`config.mk`:
```
export PLATFORM = sky130hd
export DESIGN_NAME = result_display
export DESIGN_NICKNAME = d
export VERILOG_FILES = /design/src/rtl/result_display_pkg.sv /design/src/rtl/result_display_hex7seg.sv /design/src/rtl/result_display.sv
export SDC_FILE = /design/constraint.sdc
export NUM_CORES = 1
export LEC_CHECK = 0
export CORE_MARGIN = 4
export CORE_UTILIZATION = 47
export DETAILED_ROUTE_END_ITERATION = 8
export PLACE_DENSITY = 0.79
export RECOVER_POWER = 50
export SYNTH_ARGS = -nofsm -noshare
export SYNTH_HDL_FRONTEND = slang
export SYNTH_SLANG_ARGS = --single-unit
```
`constraint.sdc`:
```
create_clock -name clk -period 2.4 [get_ports clk]
set_input_delay 0.36 -clock clk [delete_from_list [all_inputs] [get_ports clk]]
set_output_delay 0.36 -clock clk [all_outputs]
set_load 0.01 [all_outputs]
```
`src/rtl/result_display_pkg.sv`:
```
// Shared constants for the 8-digit hex result display: digit count,
// active-low seven-segment glyphs and the dash/blank patterns.
package result_display_pkg;

    localparam int DIGITS = 8;
    localparam int IDX_W  = 3;

    localparam logic [7:0] DASH  = 8'hBF;
    localparam logic [7:0] BLANK = 8'hFF;

    // Packed array: the leftmost entry is glyph F, the rightmost is glyph 0.
    localparam logic [15:0][7:0] GLYPHS = {
        8'h8E, 8'h86, 8'hA1, 8'hC6, 8'h83, 8'h88, 8'h90, 8'h80,
        8'hF8, 8'h82, 8'h92, 8'h99, 8'hB0, 8'hA4, 8'hF9, 8'hC0
    };

endpackage

```
`src/rtl/result_display_hex7seg.sv`:
```
// Combinational nibble-to-glyph decoder; outputs are active-low with dp off.
module hex7seg
    import result_display_pkg::*;
(
    input  logic [3:0] i_nibble,
    output logic [7:0] o_seg
);

    assign o_seg = GLYPHS[i_nibble];

endmodule

```
`src/rtl/result_display.sv`:
```
// Captures a bpnetwork result on the rising edge of finish and scans it
// across eight multiplexed seven-segment digits as hex.
module result_display
    import result_display_pkg::*;
#(
    parameter int SCAN_DIV = 50000,
    parameter int BLANK_LZ = 1
) (
    input  logic        clk,
    input  logic        rst,
    input  logic        finish,
    input  logic [31:0] result,
    output logic        valid,
    output logic [7:0]  an,
    output logic [7:0]  seg
);

    localparam int            PW   = $clog2(SCAN_DIV);
    localparam logic [PW-1:0] LAST = PW'(SCAN_DIV - 1);

    logic              r_finishD;
    logic [31:0]       r_resultQ;
    logic              r_valid;
    logic [PW-1:0]     r_prescaler;
    logic [IDX_W-1:0]  r_index;
    logic [7:0]        r_an;
    logic [7:0]        r_seg;

    logic              w_capture;
    logic [3:0]        w_nibble;
    logic [7:0]        w_glyph;
    logic [DIGITS-1:0] w_tailZero;
    logic              w_blank;
    logic [7:0]        w_segNext;

    assign w_capture = finish & ~r_finishD;
    assign w_nibble  = r_resultQ[4*r_index +: 4];

    // Digit i is a leading zero when it and every more-significant nibble are zero.
    always_comb begin
        w_tailZero = '0;
        for (int i = 0; i < DIGITS; i++) begin
            w_tailZero[i] = ((r_resultQ >> (4 * i)) == 32'h0);
        end
    end

    assign w_blank = (BLANK_LZ != 0) && (r_index != '0) && w_tailZero[r_index];

    hex7seg u_hex7seg (
        .i_nibble (w_nibble),
        .o_seg    (w_glyph)
    );

    always_comb begin
        w_segNext = DASH;
        if (r_valid) begin
            w_segNext = w_blank ? BLANK : w_glyph;
        end
    end

    // an/seg are computed from already-registered index and result, so a
    // capture coinciding with a digit step can never produce a mixed frame.
    always_ff @(posedge clk) begin
        if (rst) begin
            r_finishD   <= 1'b0;
            r_resultQ   <= '0;
            r_valid     <= 1'b0;
            r_prescaler <= '0;
            r_index     <= '0;
            r_an        <= 8'hFF;
            r_seg       <= BLANK;
        end else begin
            r_finishD <= finish;
            if (w_capture) begin
                r_resultQ <= result;
                r_valid   <= 1'b1;
            end
            if (r_prescaler == LAST) begin
                r_prescaler <= '0;
                r_index     <= r_index + IDX_W'(1);
            end else begin
                r_prescaler <= r_prescaler + PW'(1);
            end
            r_an  <= ~(8'h01 << r_index);
            r_seg <= w_segNext;
        end
    end

    assign valid = r_valid;
    assign an    = r_an;
    assign seg   = r_seg;

endmodule
```
==> impl_metrics.env <==
export IMPL_post_route_util_pct=60.0
export IMPL_path_clk_slew_ns=0.06
export IMPL_ys_types=45
export IMPL_crit_path_start_kind="register"
export IMPL_port_buffers=50
export IMPL_num_antenna_cells=0
export IMPL_ys_seq_elements=68
export IMPL_first_iter_violations=87
export IMPL_ant_nets=0
export IMPL_viasPerCell=5.30
export IMPL_vias=2511
export IMPL_cts_root_buffer="clkbuf_8"
export IMPL_layout_setup_ws_ns=0.192
export IMPL_ff_latch_area_um2=1370
export IMPL_met3_wirelength_um=319
export IMPL_fin_area_um2=3790
export IMPL_insertion_delay_ns=0.34
export IMPL_clock_sinks=68
export IMPL_syn_inst=340
export IMPL_clock_path_buffers=2
export IMPL_multi_input_area_um2=1550
export IMPL_pwr_density_cell_nw_per_um2=608
export IMPL_grt_remaining_overflow=0
export IMPL_post_place_cells=459
export IMPL_sw_frac_of_total_pct=24.1
export IMPL_final_cell_mix="nand2_1, dfxtp_1, clkdlybuf4s50_1, a21oi_1, nor2_1"
export IMPL_layout_min_cycle_time_ns=2.21
export IMPL_drc=0
export IMPL_synth_fa_ha_area_share_pct=5.34
export IMPL_drive_gt1_share_pct=9.57
export IMPL_synthesis_area_um2=3050
export IMPL_cp_max_fo=9
export IMPL_power_total_uw=2310
export IMPL_end_kind="register"
export IMPL_slowest_stage="mux4_2"
export IMPL_max_cap_violations=0
export IMPL_fin_crit_sh_pct=92.0
export IMPL_antenna_found_initial=0
export IMPL_areaGrowthSynthToFinish_pct=24.5
export IMPL_cts_tree="yes"
export IMPL_clkPwrFrac_pct=35.4
export IMPL_total_leakage_power_uw=0.00148
export IMPL_worst_pin_slew_ns=1.27
export IMPL_fp_dieW_um=88.5
export IMPL_die_h_um=88.5
export IMPL_core_um2=6310
export IMPL_drv_slew=0
export IMPL_yosysWarnings=0
export IMPL_synth_nets=388
export IMPL_initial_core_util_pct=48.2
export IMPL_cp_arrival_ns=2.41
export IMPL_cp_data_required_time_ns=2.60
export IMPL_layout_commonest_cell="nand2_1"
export IMPL_wl_met1_mm=2.76
export IMPL_cp_cell_sequence="buf_4 -> mux4_2 -> mux2i_1 -> inv_1 -> ha_1 -> nor2b_1 -> a211oi_1 -> o21ai_1"
export IMPL_hold_viol_final=0
export IMPL_drt_wl_total_mm=6.25
export IMPL_grt_start_max_net_pins=34
export IMPL_syn_avg_cell_area_um2=8.96
export IMPL_num_io_pins=52
export IMPL_num_rows=29
export IMPL_synth_top_family_by_area="simple AND/OR/NAND/NOR gates"
export IMPL_switching_power_uw=555
export IMPL_cts_buffers=9
export IMPL_placement_cell_area_um2=3620
export IMPL_dp_slack_ns=-0.0106
export IMPL_seqPwrFrac_pct=52.6
export IMPL_synth_xor_area_share_pct=4.31
export IMPL_yosysSeqAreaShare_pct=44.7
export IMPL_hold_class="register to register"
export IMPL_p_int_uw=1750
export IMPL_setup_viol=0
export IMPL_highest_layer="met4"
export IMPL_fill_cells=589
export IMPL_synthMuxAreaShare_pct=8.71
export IMPL_status="completed"
export IMPL_fin_skew_ns=0.00470
export IMPL_path_class="register to register"
export IMPL_gp_congestion=0.817
export IMPL_synth_simple_gate_area_share_pct=20.8
export IMPL_combPwrFrac_pct=12.0
export IMPL_grt_pass1_wl_mm=10.6
export IMPL_hpwl_mm=4.63
export IMPL_peakVddDrop_mv=0.318
export IMPL_max_stage_delay_ns=0.48
export IMPL_fin_nets=441
export IMPL_route_met2_wl_mm=3.02
export IMPL_synth_compound_area_share_pct=11.5
export IMPL_post_cts_buffers=0
export IMPL_dieArea_um2=7830
export IMPL_rsz0062_at_grt="no"
export IMPL_worst_slew_margin_rel_pct=15.2
export IMPL_grt_total_usage_pct=17.6
export IMPL_first_pass_iters=4
export IMPL_route_detailed_wl_per_inst_um=13.2
export IMPL_fmax_ghz=0.453
export IMPL_htreeDepth=3
export IMPL_ctsHoldBuffers=0
export IMPL_grt_pass1_vias=2437
export IMPL_fin_cells=474
-- logic make-up (layout without fill, tap and decap cells) --
group           after synthesis  count (layout)
simple gates                145             145
flops                        68              68
other cells                   1               1
buf+inv                      28              85
fa+ha+maj                    13              13
compound gates               55              55
xor+xnor                     15              15
mux                          15              15
-- critical path: cells and delay by family (launching register included) --
family / cells / cell delay [ns]
AO/OA/AOI/OAI: 2 / 0.29
adder cells (fa/ha/maj): 1 / 0.26
buffers and inverters: 2 / 0.29
flip-flops: 1 / 0.41
multiplexers: 2 / 0.69
AND/OR/NAND/NOR: 1 / 0.14
-- area by class of cell --
| cell class | instances | area share, % |
|---|---|---|
| clock inverter | 2 | 0.264 |
| timing repair buffer | 61 | 15.2 |
| multi-input combinational | 244 | 40.9 |
| sequential | 68 | 36.0 |
| clock buffer | 13 | 4.19 |
| tap | 77 | 2.54 |
| inverter | 9 | 0.891 |
-- power by group through the flow --
stage	registers (µW)	logic (µW)	clock network, µW
finish	1210	277	815
global route	1220	306	879
CTS	1210	280	837
detailed placement	1240	279	0
global placement	1240	272	0
floorplan	1230	155	0
-- timing repair --
item                                   4_1_cts  5_1_grt
cloned                                       0        0
resized for setup                            1        2
setup endpoints to repair                    1        2
endpoints found under the hold margin        0        0
-- Yosys cell counts --
master / instances / area (µm²)
nor4_1: 6 / 37.5
or2_2: 1 / 6.26
nand2_1: 81 / 304
o211a_1: 2 / 20.0
inv_2: 1 / 3.75
clkbuf_1: 13 / 48.8
conb_1: 1 / 3.75
nor4b_1: 1 / 8.76
dfxtp_1: 68 / 1360
buf_4: 2 / 15.0
o21ba_1: 1 / 10.0
or3_1: 1 / 6.26
ha_1: 13 / 163
nand2_2: 1 / 6.26
buf_6: 3 / 33.8
nand2b_1: 5 / 31.3
mux4_2: 6 / 135
xor2_1: 6 / 52.6
nand4_1: 3 / 18.8
nor2_1: 27 / 101
xnor2_1: 9 / 78.8
nand3_1: 6 / 30.0
mux2i_2: 2 / 27.5
a2111oi_4: 1 / 27.5
a211o_1: 1 / 8.76
o221ai_1: 1 / 8.76
or2_0: 1 / 6.26
mux4_1: 2 / 52.6
inv_1: 8 / 30.0
o22ai_1: 1 / 6.26
nor3_1: 2 / 10.0
a21oi_1: 36 / 180
o21ai_1: 3 / 15.0
mux2i_1: 5 / 50.1
and3_1: 3 / 18.8
a211oi_1: 1 / 7.51
a21o_1: 1 / 7.51
buf_2: 1 / 5.00
nor2b_1: 4 / 25.0
or4_1: 3 / 22.5
o211ai_1: 2 / 15.0
o32a_1: 1 / 10.0
o21ai_0: 2 / 10.0
o2bb2ai_1: 1 / 8.76
o32ai_2: 1 / 16.3
-- registers in the layout (all words and copies together), names as in the netlist --
register / count
r_resultQ: 32
r_prescaler: 16
an: 8
seg: 7
r_index: 3
r_finishD: 1
valid: 1
-- per-layer routing --
layer	vias to the layer above	global-route usage (%)
li1	1254	-
met1	1177	21.5
met2	64	28.6
met3	16	4.56
met4	0	9.07
met5	-	0
-- metrics by stage --
step	setup TNS [ns]	hold slack, ns
floorplan	0	0.430
finish	0	0.474
CTS	0	0.476
global route	0	0.502
global placement	0	0.446
detailed placement	-0.0106	0.463
-- path summary, 6_finish.rpt --
check	start	end	slack [ns]	cells after the start
min	r_prescaler[0]	r_prescaler[0]	0.47	1
max	r_index[0]	seg[3]	0.19	8
min reg2reg	r_prescaler[0]	r_prescaler[0]	0.47	1
max reg2reg	r_index[0]	seg[3]	0.19	8
Power figures use the tool's default switching activity.
